[src/rtl/msi_dir_pkg.sv]
// Shared types and constants for the three-processor MSI home directory:
// block/op encodings, controller states, directory entry layout and helpers.
package msi_dir_pkg;

    localparam int DIR_NUM_BLOCKS = 8;
    localparam int DIR_NUM_PROC   = 3;

    localparam logic [3:0] ADDR_MIN = 4'd1;
    localparam logic [3:0] ADDR_MAX = 4'd8;

    typedef enum logic [1:0] {
        BLK_U = 2'b00,
        BLK_S = 2'b01,
        BLK_M = 2'b10
    } blk_state_e;

    typedef enum logic [1:0] {
        OP_READ_MISS  = 2'b00,
        OP_WRITE_MISS = 2'b01,
        OP_WRITE_BACK = 2'b10,
        OP_RSVD       = 2'b11
    } op_e;

    typedef enum logic [2:0] {
        ST_IDLE,
        ST_LOOKUP,
        ST_INVAL,
        ST_FETCH,
        ST_MEMRD,
        ST_MEMWR,
        ST_RESPOND
    } dir_state_e;

    typedef struct packed {
        blk_state_e                state;
        logic [DIR_NUM_PROC-1:0]   sharers;
        logic [1:0]                owner;
    } dir_entry_t;

    // One-hot sharer bit for a processor id; id 3 shifts out to zero.
    function automatic logic [DIR_NUM_PROC-1:0] procBit(input logic [1:0] p);
        return {{(DIR_NUM_PROC-1){1'b0}}, 1'b1} << p;
    endfunction

    function automatic logic [7:0] satInc(input logic [7:0] v);
        return (v == 8'hFF) ? v : v + 8'd1;
    endfunction

endpackage

[src/rtl/msi_dir_table.sv]
// Directory entry storage: one combinational read port, one write port,
// every entry cleared to U / no sharers / owner 0 by ResetN.
module msi_dir_table
    import msi_dir_pkg::*;
#(
    parameter int NUM_BLOCKS = DIR_NUM_BLOCKS
) (
    input  logic                          Clock,
    input  logic                          ResetN,
    input  logic [$clog2(NUM_BLOCKS)-1:0] i_rdIndex,
    output dir_entry_t                    o_rdEntry,
    input  logic                          i_wrEn,
    input  logic [$clog2(NUM_BLOCKS)-1:0] i_wrIndex,
    input  dir_entry_t                    i_wrEntry
);

    dir_entry_t r_entries [NUM_BLOCKS];

    always_ff @(posedge Clock or negedge ResetN) begin
        if (!ResetN) begin
            for (int i = 0; i < NUM_BLOCKS; i++) begin
                r_entries[i] <= '0;
            end
        end else if (i_wrEn) begin
            r_entries[i_wrIndex] <= i_wrEntry;
        end
    end

    assign o_rdEntry = r_entries[i_rdIndex];

endmodule

[src/rtl/msi_directory_controller.sv]
// MSI home directory for P0..P2: serialises requests, issues invalidates and
// owner fetches, drives memory. Define DIR_STATS_EN to add saturating counters.
module msi_directory_controller
    import msi_dir_pkg::*;
#(
    parameter int NUM_BLOCKS = DIR_NUM_BLOCKS,
    parameter int NUM_PROC   = DIR_NUM_PROC
) (
    input  logic       Clock,
    input  logic       ResetN,
    input  logic       ReqValid,
    output logic       ReqReady,
    input  logic [1:0] ReqProcessor,
    input  logic [1:0] ReqOp,
    input  logic [3:0] ReqAddress,
    input  logic [3:0] ReqData,
    output logic       InvalValid,
    output logic [2:0] InvalMask,
    output logic       FetchValid,
    output logic [1:0] FetchProcessor,
    input  logic       FetchAck,
    input  logic [3:0] FetchData,
    output logic       MemReqValid,
    output logic       MemWrite,
    output logic [3:0] MemAddress,
    output logic [3:0] MemWrData,
    input  logic       MemRdValid,
    input  logic [3:0] MemRdData,
    output logic       RespValid,
    output logic [1:0] RespProcessor,
    output logic [3:0] RespData,
    output logic       RespError
`ifdef DIR_STATS_EN
    ,
    output logic [7:0] ReadMissCount,
    output logic [7:0] WriteMissCount,
    output logic [7:0] WriteBackCount,
    output logic [7:0] InvalCount
`endif
);

    localparam int IDX_W = $clog2(NUM_BLOCKS);

    dir_state_e       r_state;
    dir_state_e       w_next;
    op_e              r_op;
    logic [1:0]       r_proc;
    logic [3:0]       r_addr;
    logic [3:0]       r_data;
    logic             r_error;
    logic [2:0]       r_invalMask;
    logic             r_reqReady;
    logic             r_invalValid;
    logic             r_fetchValid;
    logic             r_memReqValid;
    logic             r_memWrite;
    logic             r_respValid;

    dir_entry_t       w_entry;
    dir_entry_t       w_newEntry;
    logic [IDX_W-1:0] w_index;
    logic [2:0]       w_reqBit;
    logic [2:0]       w_invalMask;
    logic [3:0]       w_dataIn;
    logic             w_accept;
    logic             w_ownsM;
    logic             w_bad;
    logic             w_wrEn;
    logic             w_setError;
    logic             w_loadData;

    assign w_index  = IDX_W'(r_addr - 4'd1);
    assign w_reqBit = procBit(r_proc);
    assign w_accept = (r_state == ST_IDLE) && r_reqReady && ReqValid;
    assign w_ownsM  = (w_entry.state == BLK_M) && (w_entry.owner == r_proc);
    // A write-back must come from the M owner; a miss from the M owner is a protocol error.
    assign w_bad    = (r_addr < ADDR_MIN) || (r_addr > ADDR_MAX) || (r_op == OP_RSVD) ||
                      (int'(r_proc) >= NUM_PROC) ||
                      ((r_op == OP_WRITE_BACK) ? !w_ownsM : w_ownsM);

    msi_dir_table #(
        .NUM_BLOCKS(NUM_BLOCKS)
    ) u_table (
        .Clock     (Clock),
        .ResetN    (ResetN),
        .i_rdIndex (w_index),
        .o_rdEntry (w_entry),
        .i_wrEn    (w_wrEn),
        .i_wrIndex (w_index),
        .i_wrEntry (w_newEntry)
    );

    always_ff @(posedge Clock or negedge ResetN) begin
        if (!ResetN) begin
            r_state <= ST_IDLE;
        end else begin
            r_state <= w_next;
        end
    end

    always_comb begin
        w_next      = r_state;
        w_setError  = 1'b0;
        w_loadData  = 1'b0;
        w_dataIn    = r_data;
        w_invalMask = '0;
        w_wrEn      = 1'b0;
        w_newEntry  = w_entry;
        case (r_state)
            ST_IDLE: begin
                if (w_accept) begin
                    w_next = ST_LOOKUP;
                end
            end
            ST_LOOKUP: begin
                if (w_bad) begin
                    w_next     = ST_RESPOND;
                    w_setError = 1'b1;
                    w_loadData = 1'b1;
                    w_dataIn   = '0;
                end else begin
                    case (r_op)
                        OP_READ_MISS: begin
                            w_next = (w_entry.state == BLK_M) ? ST_FETCH : ST_MEMRD;
                        end
                        OP_WRITE_MISS: begin
                            if (w_entry.state == BLK_M) begin
                                w_invalMask = procBit(w_entry.owner);
                                w_next      = ST_INVAL;
                            end else if (w_entry.state == BLK_S) begin
                                w_invalMask = w_entry.sharers & ~w_reqBit;
                                w_next      = (w_invalMask != '0) ? ST_INVAL : ST_MEMRD;
                            end else begin
                                w_next = ST_MEMRD;
                            end
                        end
                        default: begin
                            w_next = ST_MEMWR;
                        end
                    endcase
                end
            end
            ST_INVAL: begin
                w_next = (w_entry.state == BLK_M) ? ST_FETCH : ST_MEMRD;
            end
            ST_FETCH: begin
                if (FetchAck) begin
                    w_loadData = 1'b1;
                    w_dataIn   = FetchData;
                    w_next     = (r_op == OP_READ_MISS) ? ST_MEMWR : ST_RESPOND;
                end
            end
            ST_MEMRD: begin
                // The request cycle still has r_memReqValid set; only later data counts.
                if (MemRdValid && !r_memReqValid) begin
                    w_loadData = 1'b1;
                    w_dataIn   = MemRdData;
                    w_next     = ST_RESPOND;
                end
            end
            ST_MEMWR: begin
                w_next = ST_RESPOND;
            end
            ST_RESPOND: begin
                w_next = ST_IDLE;
                if (!r_error) begin
                    w_wrEn = 1'b1;
                    case (r_op)
                        OP_READ_MISS: begin
                            w_newEntry.state   = BLK_S;
                            w_newEntry.sharers = (w_entry.state == BLK_M)
                                               ? (procBit(w_entry.owner) | w_reqBit)
                                               : (w_entry.sharers | w_reqBit);
                        end
                        OP_WRITE_MISS: begin
                            w_newEntry.state   = BLK_M;
                            w_newEntry.owner   = r_proc;
                            w_newEntry.sharers = w_reqBit;
                        end
                        default: begin
                            w_newEntry.state   = BLK_U;
                            w_newEntry.owner   = '0;
                            w_newEntry.sharers = '0;
                        end
                    endcase
                end
            end
            default: begin
                w_next = ST_IDLE;
            end
        endcase
    end

    // Request latch plus registered strobes decoded from the state being entered.
    always_ff @(posedge Clock or negedge ResetN) begin
        if (!ResetN) begin
            r_op          <= OP_READ_MISS;
            r_proc        <= '0;
            r_addr        <= '0;
            r_data        <= '0;
            r_error       <= 1'b0;
            r_invalMask   <= '0;
            r_reqReady    <= 1'b0;
            r_invalValid  <= 1'b0;
            r_fetchValid  <= 1'b0;
            r_memReqValid <= 1'b0;
            r_memWrite    <= 1'b0;
            r_respValid   <= 1'b0;
        end else begin
            if (w_accept) begin
                r_op    <= op_e'(ReqOp);
                r_proc  <= ReqProcessor;
                r_addr  <= ReqAddress;
                r_data  <= ReqData;
                r_error <= 1'b0;
            end else begin
                if (w_loadData) begin
                    r_data <= w_dataIn;
                end
                if (w_setError) begin
                    r_error <= 1'b1;
                end
            end
            if (w_next == ST_INVAL) begin
                r_invalMask <= w_invalMask;
            end
            r_reqReady    <= (w_next == ST_IDLE);
            r_invalValid  <= (w_next == ST_INVAL);
            r_fetchValid  <= (w_next == ST_FETCH) && (r_state != ST_FETCH);
            r_memReqValid <= ((w_next == ST_MEMRD) && (r_state != ST_MEMRD)) || (w_next == ST_MEMWR);
            r_memWrite    <= (w_next == ST_MEMWR);
            r_respValid   <= (w_next == ST_RESPOND);
        end
    end

    assign ReqReady       = r_reqReady;
    assign InvalValid     = r_invalValid;
    assign InvalMask      = r_invalValid ? r_invalMask : '0;
    assign FetchValid     = r_fetchValid;
    assign FetchProcessor = r_fetchValid ? w_entry.owner : '0;
    assign MemReqValid    = r_memReqValid;
    assign MemWrite       = r_memWrite;
    assign MemAddress     = r_memReqValid ? r_addr : '0;
    assign MemWrData      = (r_memReqValid && r_memWrite) ? r_data : '0;
    assign RespValid      = r_respValid;
    assign RespProcessor  = r_respValid ? r_proc : '0;
    assign RespData       = r_respValid ? r_data : '0;
    assign RespError      = r_respValid && r_error;

`ifdef DIR_STATS_EN
    logic [7:0] r_readMissCount;
    logic [7:0] r_writeMissCount;
    logic [7:0] r_writeBackCount;
    logic [7:0] r_invalCount;

    always_ff @(posedge Clock or negedge ResetN) begin
        if (!ResetN) begin
            r_readMissCount  <= '0;
            r_writeMissCount <= '0;
            r_writeBackCount <= '0;
            r_invalCount     <= '0;
        end else begin
            if (r_invalValid) begin
                r_invalCount <= satInc(r_invalCount);
            end
            if ((r_state == ST_RESPOND) && !r_error) begin
                case (r_op)
                    OP_READ_MISS:  r_readMissCount  <= satInc(r_readMissCount);
                    OP_WRITE_MISS: r_writeMissCount <= satInc(r_writeMissCount);
                    OP_WRITE_BACK: r_writeBackCount <= satInc(r_writeBackCount);
                    default:       r_writeBackCount <= r_writeBackCount;
                endcase
            end
        end
    end

    assign ReadMissCount  = r_readMissCount;
    assign WriteMissCount = r_writeMissCount;
    assign WriteBackCount = r_writeBackCount;
    assign InvalCount     = r_invalCount;
`endif

endmodule

[config.mk]
export PLATFORM = sky130hd
export DESIGN_NAME = msi_directory_controller
export DESIGN_NICKNAME = d
export VERILOG_FILES = /design/src/rtl/msi_dir_pkg.sv /design/src/rtl/msi_dir_table.sv /design/src/rtl/msi_directory_controller.sv
export SDC_FILE = /design/constraint.sdc
export NUM_CORES = 1
export LEC_CHECK = 0
export ABC_CLOCK_PERIOD_IN_PS = 3950
export CAP_MARGIN = 25
export CORE_UTILIZATION = 45
export DETAILED_ROUTE_END_ITERATION = 7
export PLACE_DENSITY = 0.67
export SYNTH_ARGS = -nofsm -noshare
export SYNTH_HDL_FRONTEND = slang
export SYNTH_HIERARCHICAL = 1
export SYNTH_SLANG_ARGS = --single-unit
[constraint.sdc]
create_clock -name Clock -period 3.95 [get_ports Clock]
set_input_delay 0.79 -clock Clock [delete_from_list [all_inputs] [get_ports Clock]]
set_output_delay 0.79 -clock Clock [all_outputs]
set_load 0.05 [all_outputs]
==> summary.txt, run 1 <==
Global route
  – Vias in the first global route: 2890
  – Largest net degree at the start of global routing: 82
  – Grt met2 use: 31.90%
  – First-pass GRT wire length: 14.75 mm
  – Met1 usage: 27.17%
  – GR Util met3: 3.050%
  – Total grt overflow: 0
  – Antenna violations before repair: 0
  – Gr busiest metal: met2
  – Total GRT Usage: 19.59%

Yosys
  – Number of synthesized flops with an enable pin: 0
  – Post-synth top flop: dfrtp_1
  – Sequential element share of the synthesized area: 48.04%
  – YS warnings: 6
  – Area leader, netlist: dfrtp_1
  – Yosys top cell area share: 48.04%
  – Mapped Nets: 357
  – Cells after synthesis: 331
  – Mapped Avg Cell Area: 12.75 sq um
  – Cell area after synthesis: 4219 sq um
  – Synth unique cells: 48
  – Main area contributors after synthesis: dfrtp_1 48%, mux2_2 18%, mux4_1 8.7%
  – FFs w/ async S/R, synth: 100.0%
  – Seq cells post-synth: 81

STA
  – Max Clk Rate: 282.6 MHz
  – Setup TNS: 0 ns
  – Fin crit period: 3.538 ns
  – Post-route worst setup slack: 0.4116 ns
  – Max-Slew Margin vs Limit: 39.78%
  – Worst-Margin Slew: 0.8956 ns
  – Finish-stage setup viols: 0
  – Fin Hold WS: 0.3688 ns
  – Period utilization: 89.58%
  – Final slew viol count: 0
  – Final hold vios: 0
  – Final Skew: 0.01087 ns
  – RSZ-0062 raised after global routing: false

Power
  – Logic pwr share: 40.0%
  – Internal power: 1.801 mW
  – Leak pwr: 2.424 nW
  – Pwr dens: 585.4 nW/um^2
  – Psw: 1.167 mW
  – Seq pwr share: 37.2%
  – Max VDD drop: 0.0002278 V
  – Clock power frac: 22.8%
  – Sw frac: 39.32%

Clock network
  – Htree depth: 3
  – Root buffer cell: clkbuf_8
  – Clk sink count: 81
  – Clk slew on worst S/H paths: 0.09 ns
  – Cts hold-fix bufs: 0
  – Clk buf depth: 2
  – CTS tree: yes
  – Worst skew pair latency: 0.35 ns
  – Cts repair resizes: 0
  – Setup Buffers After CTS: 0
  – Number of buffers created by CTS: 9

Worst setup path
  – Critical path fanouts, max: 22
  – Crit-path slowest cell: or4b_4
  – Critical path class: flip-flop to flip-flop
  – Slowest Stage Delay on Critical Path: 0.56 ns
  – Crit path launch type: flip-flop
  – Crit-path most repeated cell: xor2_1
  – WP data required: 4.19 ns
  – Worst setup EP type: flip-flop
  – Crit-path cells: inv_1 -> ha_1 -> xor2_1 -> buf_4 -> mux4_1 -> mux2_2 -> nand2b_1 -> nor3_1 -> xor2_1 -> o21ba_4 -> or4b_4 -> o2bb2ai_1
  – Arr. time, crit path: 3.78 ns

Floorplanning
  – I/O pins: 51
  – FP Rows: 34
  – Initial core utilization: 47.45%
  – Die outline height: 98.83 um
  – Chip width: 98.83 um
  – Die area: 9766 sq um
  – Core area: 8891 sq um

Detailed routing
  – DRT iter0 DRCs: 162
  – TritonRoute pass-1 iters: 4
  – Vias per cell: 5.755
  – DR WL/cell: 17.87 um
  – Remaining antenna violation count after routing: 0
  – DR DRC count: 0
  – Total routed wirelength: 8.897 mm
  – Total number of vias: 2866

Min path
  – Worst Hold Class: input pin to async pin

Layout
  – Net count, final: 411
  – P&R area growth vs syn: 20.20%
  – Antenna diodes: 0
  – Fillcell total: 779
  – Layout cells sized above 1: 26.15%
  – Non-filler cells, final: 498

Run
  – Max-Cap Viols: 0

Placement
  – Global placer's final weighted congestion: 0.8701
  – Post-Place Worst Slack: 0.4691 ns
  – PortBufs: 50
  – Dpl cells: 481
  – Final HPWL DP: 6.201 mm

Run status
  – Outcome: complete, no violations
==> Yosys cell counts (2+ instances only) <==
master and instances:
a21oi_1 8, a222oi_1 4, a22o_1 3, a31oi_1 5, and2_1 15, and3_1 6, buf_1 2, buf_2 5
clkbuf_1 7, dfrtp_1 81, inv_1 15, mux2_2 68, mux2i_1 4, mux4_1 14, nand2_1 10, nand2b_1 6
nand3_1 2, nand4b_1 3, nor2_1 14, nor2b_1 6, nor3_1 6, nor3b_1 2, nor4bb_1 3, o211ai_1 2
o21ai_0 12, o2bb2ai_1 3, xor2_1 4
==> path summary, 6_finish.rpt <==
kind	startpoint	to	slack (ns)	depth (start not counted)
worst min register to register	r_invalMask[1]	r_invalMask[1]	0.49	1
max in group asynchronous	ResetN	u_table/r_entries[45]	3.01	2
worst min-delay path	ResetN	r_invalMask[0]	0.37	1
worst max-delay path	r_addr[1]	r_invalMask[2]	0.41	12
min in group Clock	r_invalMask[1]	r_invalMask[1]	0.49	1
worst max register to register	r_addr[1]	r_invalMask[2]	0.41	12
==> layout make-up <==
class | count | area, sq um | share of cell area, %
inverter | 15 | 56.30 | 1.110
timing repair buffer | 60 | 588.1 | 11.60
clock buffer | 9 | 123.9 | 2.443
tap | 108 | 135.1 | 2.665
multi-input combinational | 218 | 2041 | 40.24
sequential | 81 | 2027 | 39.97
clock inverter | 7 | 100.1 | 1.974
==> registers in the layout, indices dropped and copies added (netlist names) <==
signal	flops
r_data	4
MemWrite	1
r_error	1
r_invalMask	3
FetchValid	1
MemReqValid	1
InvalValid	1
r_proc	2
ReqReady	1
RespValid	1
u_table/r_entries	56
r_op	2
r_addr	4
r_state	3
==> placed cells by master, fill, tap and decap left out, types with 5 or more instances in the layout <==
cell type | synthesis | routed
clkbuf_8 | 0 | 9
and2_1 | 15 | 15
mux2_2 | 68 | 68
nand2b_1 | 6 | 6
nand2_1 | 10 | 10
buf_4 | 0 | 12
nor2_1 | 14 | 14
a31oi_1 | 5 | 5
o21ai_0 | 12 | 12
and3_1 | 6 | 6
nor2b_1 | 6 | 6
dfrtp_1 | 81 | 81
mux4_1 | 14 | 14
clkdlybuf4s50_1 | 0 | 47
inv_1 | 15 | 15
a21oi_1 | 8 | 8
nor3_1 | 6 | 6
==> stage by stage <==
step	util (%)	total power, mW	cell area (sq um)
2_1_floorplan	-	1.993	4219
3_3_place_gp	54.21	2.300	4820
3_5_place_dp	54.21	2.311	4820
4_1_cts	56.73	2.992	5044
5_1_grt	57.04	3.145	5071
6_report	57.04	2.968	5071
==> worst max-delay path: cells and delay by family, from the launching register on <==
family,cells,cell delay (ns)
fa+ha+maj,1,0.18
compound gates,2,0.37
buf+inv,2,0.38
mux,2,0.63
simple gates,3,1.21
flops,1,0.37
xor+xnor,2,0.29
==> per-layer routing <==
layer  vias up  part of all wire, %
met3        10                  4.2
met1      1429                   47
met4         0                  1.0
met2        79                   48
li1       1348                    -
met5         -                    0
==> power by group through the flow <==
stage	Sequential [mW]	Combinational (mW)	Clock [mW]
final	1.10	1.19	0.676
after detailed placement	1.12	1.19	0
after CTS	1.10	1.20	0.690
after global routing	1.13	1.29	0.730
after floorplan	1.12	0.868	0
after global placement	1.12	1.18	0
==> cells by family after synthesis <==
logic type,synth area share (%)
mux,27.82
simple gates,11.74
flops,48.04
compound gates,7.474
buf+inv,3.588
xor+xnor,1.038
fa+ha+maj,0.2965
Power figures use the tool's default switching activity.
==> run 2: changes to the inputs <==
GPL_TIMING_DRIVEN = 0   (was not set)
==> run 2 against run 1 <==
Register-to-register slack worse by 0.13 ns; worst hold slack better by 0.0023 ns; combinational power is 10% higher; largest power group unchanged; core utilization is 0.20 points higher; maximum frequency is 5.4% lower; critical path depth is 4 lower; first-iteration DRC count is 3.1% higher; sequential power hardly changed; final area is 0.35% higher; count of clock-buffer cells in the layout is 1 higher; sequential cell count stayed put; sequential share of layout area is 0.14 points lower; largest cell class unchanged.
==> summary.txt, run 2 (synthesis gave the netlist of run 1 again) <==
Run status
  – Outcome: complete, no violations

Clock network
  – Root buffer cell: clkbuf_8
  – Htree depth: 3 (unchanged)
  – Worst skew pair latency: 0.36 ns (about the same)
  – Setup Buffers After CTS: 0 (unchanged)
  – Clk sink count: 81 (unchanged)
  – CTS tree: yes
  – Cts hold-fix bufs: 0 (unchanged)
  – Clk slew on worst S/H paths: 0.08 ns (about the same)
  – Clk buf depth: 2 (unchanged)
  – Number of buffers created by CTS: 9 (unchanged)

Detailed routing
  – Total routed wirelength: 9.265 mm (+4.1%)
  – Vias per cell: 5.727 (-0.48%)
  – Total number of vias: 2898 (+1.1%)
  – Remaining antenna violation count after routing: 0 (unchanged)
  – DRT iter0 DRCs: 167 (+3.1%)
  – DR DRC count: 0 (unchanged)
  – TritonRoute pass-1 iters: 4 (unchanged)
  – DR WL/cell: 18.31 um (+2.5%)

Layout
  – Max reg flops: 56 (unchanged)
  – Net count, final: 419 (+1.9%)
  – Most frequent cells in the layout: 81 x dfrtp_1, 68 x mux2_2, 47 x clkdlybuf4s50_1
  – Antenna diodes: 0 (unchanged)
  – P&R area growth vs syn: 20.61%
  – Largest regs: u_table/r_entries x56, r_addr x4, r_data x4
  – Commonest non-fill, non-tap cell in the layout: dfrtp_1
  – Fin util: 57.23% (+0.20 points)
  – Final Cell Area: 5089 sq um (+0.35%)
  – Layout cells sized above 1: 25.88% (-0.27 points)
  – Largest register by flop count: u_table/r_entries

Global route
  – Met1 usage: 27.63% (+0.46 points)
  – First-pass GRT wire length: 15.06 mm (+2.1%)
  – GR Util met3: 3.759% (+0.71 points)
  – Gr busiest metal: met2
  – Vias in the first global route: 2906 (+0.55%)
  – Total grt overflow: 0 (unchanged)
  – Antenna violations before repair: 0 (unchanged)
  – Grt met2 use: 32.60% (+0.70 points)
  – Total GRT Usage: 20.27% (+0.68 points)
  – Largest net degree at the start of global routing: 52 (-37%)

Floorplanning
  – Core area: 8891 sq um (unchanged)
  – Die area: 9766 sq um (unchanged)
  – FP Rows: 34 (unchanged)
  – I/O pins: 51 (unchanged)
  – Die outline height: 98.83 um (unchanged)
  – Chip width: 98.83 um (unchanged)
  – Initial core utilization: 47.45% (unchanged)

Worst setup path
  – Crit path launch type: flip-flop
  – Reg2reg start: r_addr[0]
  – Worst setup EP type: output pin
  – Critical path class: flip-flop to output pin
  – WP data required: 3.16 ns (-1.03 ns)
  – Critical path fanouts, max: 10 (-55%)
  – CP Launch Point: r_addr[0]
  – Arr. time, crit path: 2.95 ns (-0.83 ns)

STA
  – Worst-Margin Slew: 0.8790 ns (-0.01662 ns)
  – Max-Slew Margin vs Limit: 40.90% (+1.1 points)
  – Finish-stage setup viols: 0 (unchanged)
  – Setup TNS: 0 ns (unchanged)
  – Period utilization: 94.71% (+5.1 points)
  – Final hold vios: 0 (unchanged)
  – Final Skew: 0.01417 ns (+0.003304 ns)
  – Fin crit period: 3.741 ns (+0.2026 ns)
  – Max Clk Rate: 267.3 MHz (-5.4%)
  – Final slew viol count: 0 (unchanged)
  – RSZ-0062 raised after global routing: false
  – Post-route worst setup slack: 0.2089 ns (-0.2026 ns)

Power
  – Clock power frac: 18.9% (-3.9 points)
  – Leak pwr: 2.442 nW (+0.76%)
  – Seq pwr share: 36.7% (-0.5 points)
  – Sw frac: 41.18% (+1.9 points)
  – Internal power: 1.738 mW (-3.5%)
  – Max VDD drop: 0.0002269 V (-0.36%)
  – Psw: 1.217 mW (+4.3%)
  – Pwr dens: 580.7 nW/um^2 (-0.80%)
  – Logic pwr share: 44.5% (+4.5 points)

Placement
  – Global placer's final weighted congestion: 0.8605 (-1.1%)
  – PortBufs: 50 (unchanged)
  – Placed Area: 4880 sq um (+1.2%)
  – Final HPWL DP: 6.401 mm (+3.2%)
  – Post-Place Worst Slack: -0.2820 ns (-0.7510 ns)

Min path
  – Worst Hold Class: input pin to async pin

Run
  – Max-Cap Viols: 0 (unchanged)
-- run 2: cell count changes in the layout (fill, tap and decap cells not counted), sizes merged --
| cell | before | now |
|---|---|---|
| inv | 17 | 16 |
| clkinv | 0 | 5 |
| bufinv | 2 | 0 |
| dlygate4sd2 | 0 | 2 |
| clkbuf | 9 | 18 |
| clkinvlp | 3 | 0 |
| buf | 13 | 11 |
-- run 2: final cells by class --
| class | instances | area [sq um] |
|---|---|---|
| buffer | 17 | 98.84 |
| clock buffer | 10 | 137.6 |
| timing repair buffer | 51 | 523.0 |
| fill | 747 | 3802 |
| multi-input combinational | 218 | 2069 |
| tap | 108 | 135.1 |
| clock inverter | 6 | 41.29 |
| sequential | 81 | 2027 |
| inverter | 15 | 56.30 |
-- run 2: power by group through the flow --
stage               Sequential, mW  Combinational, mW  Clock, mW
CTS                           1.08               1.29      0.572
floorplan                     1.12              0.868          0
global route                  1.11               1.42      0.608
detailed placement            1.10               1.28          0
finish                        1.08               1.31      0.557
global placement              1.09               1.26          0
-- run 2: layer usage --
layer  up-vias  wire, um
met2        98      4302
met4         0       161
li1       1352         -
met1      1434      4266
met5         -         0
met3        14       535
-- run 2: path summary, 6_finish.rpt --
check | to | slack, ns | cells past startpoint
max in group asynchronous | u_table/r_entries[16] | 3.00 | 2
min in group Clock | r_invalMask[1] | 0.49 | 1
hold / removal | FetchValid | 0.37 | 1
setup / recovery | FetchProcessor[1] | 0.21 | 8
setup reg to reg | r_invalMask[2] | 0.28 | 12
hold reg to reg | r_invalMask[1] | 0.49 | 1
-- run 2: worst max-delay path: stages (launching register included) --
cell and delay, ns:
dfrtp_1 0.36, inv_1 0.14, ha_1 0.28, xor2_4 0.28
clkbuf_4 0.29, mux4_1 0.30, mux2_2 0.35, and2_1 0.18
dlygate4sd2_1 0.42
-- run 2: timing repair --
item                                    CTS  global route
endpoints found under the setup margin   15            15
hold endpoints to repair                  0             0
gates resized for setup                   4             5
pin swaps                                 0             0
-- run 2: metrics by stage --
stage	total power, mW	cells	hold WS [ns]
4_1_cts	2.944	506	0.3796
6_report	2.955	506	0.3712
2_1_floorplan	1.993	331	0.4487
3_5_place_dp	2.375	490	0.4691
3_3_place_gp	2.352	489	0.4732
5_1_grt	3.132	506	0.3921
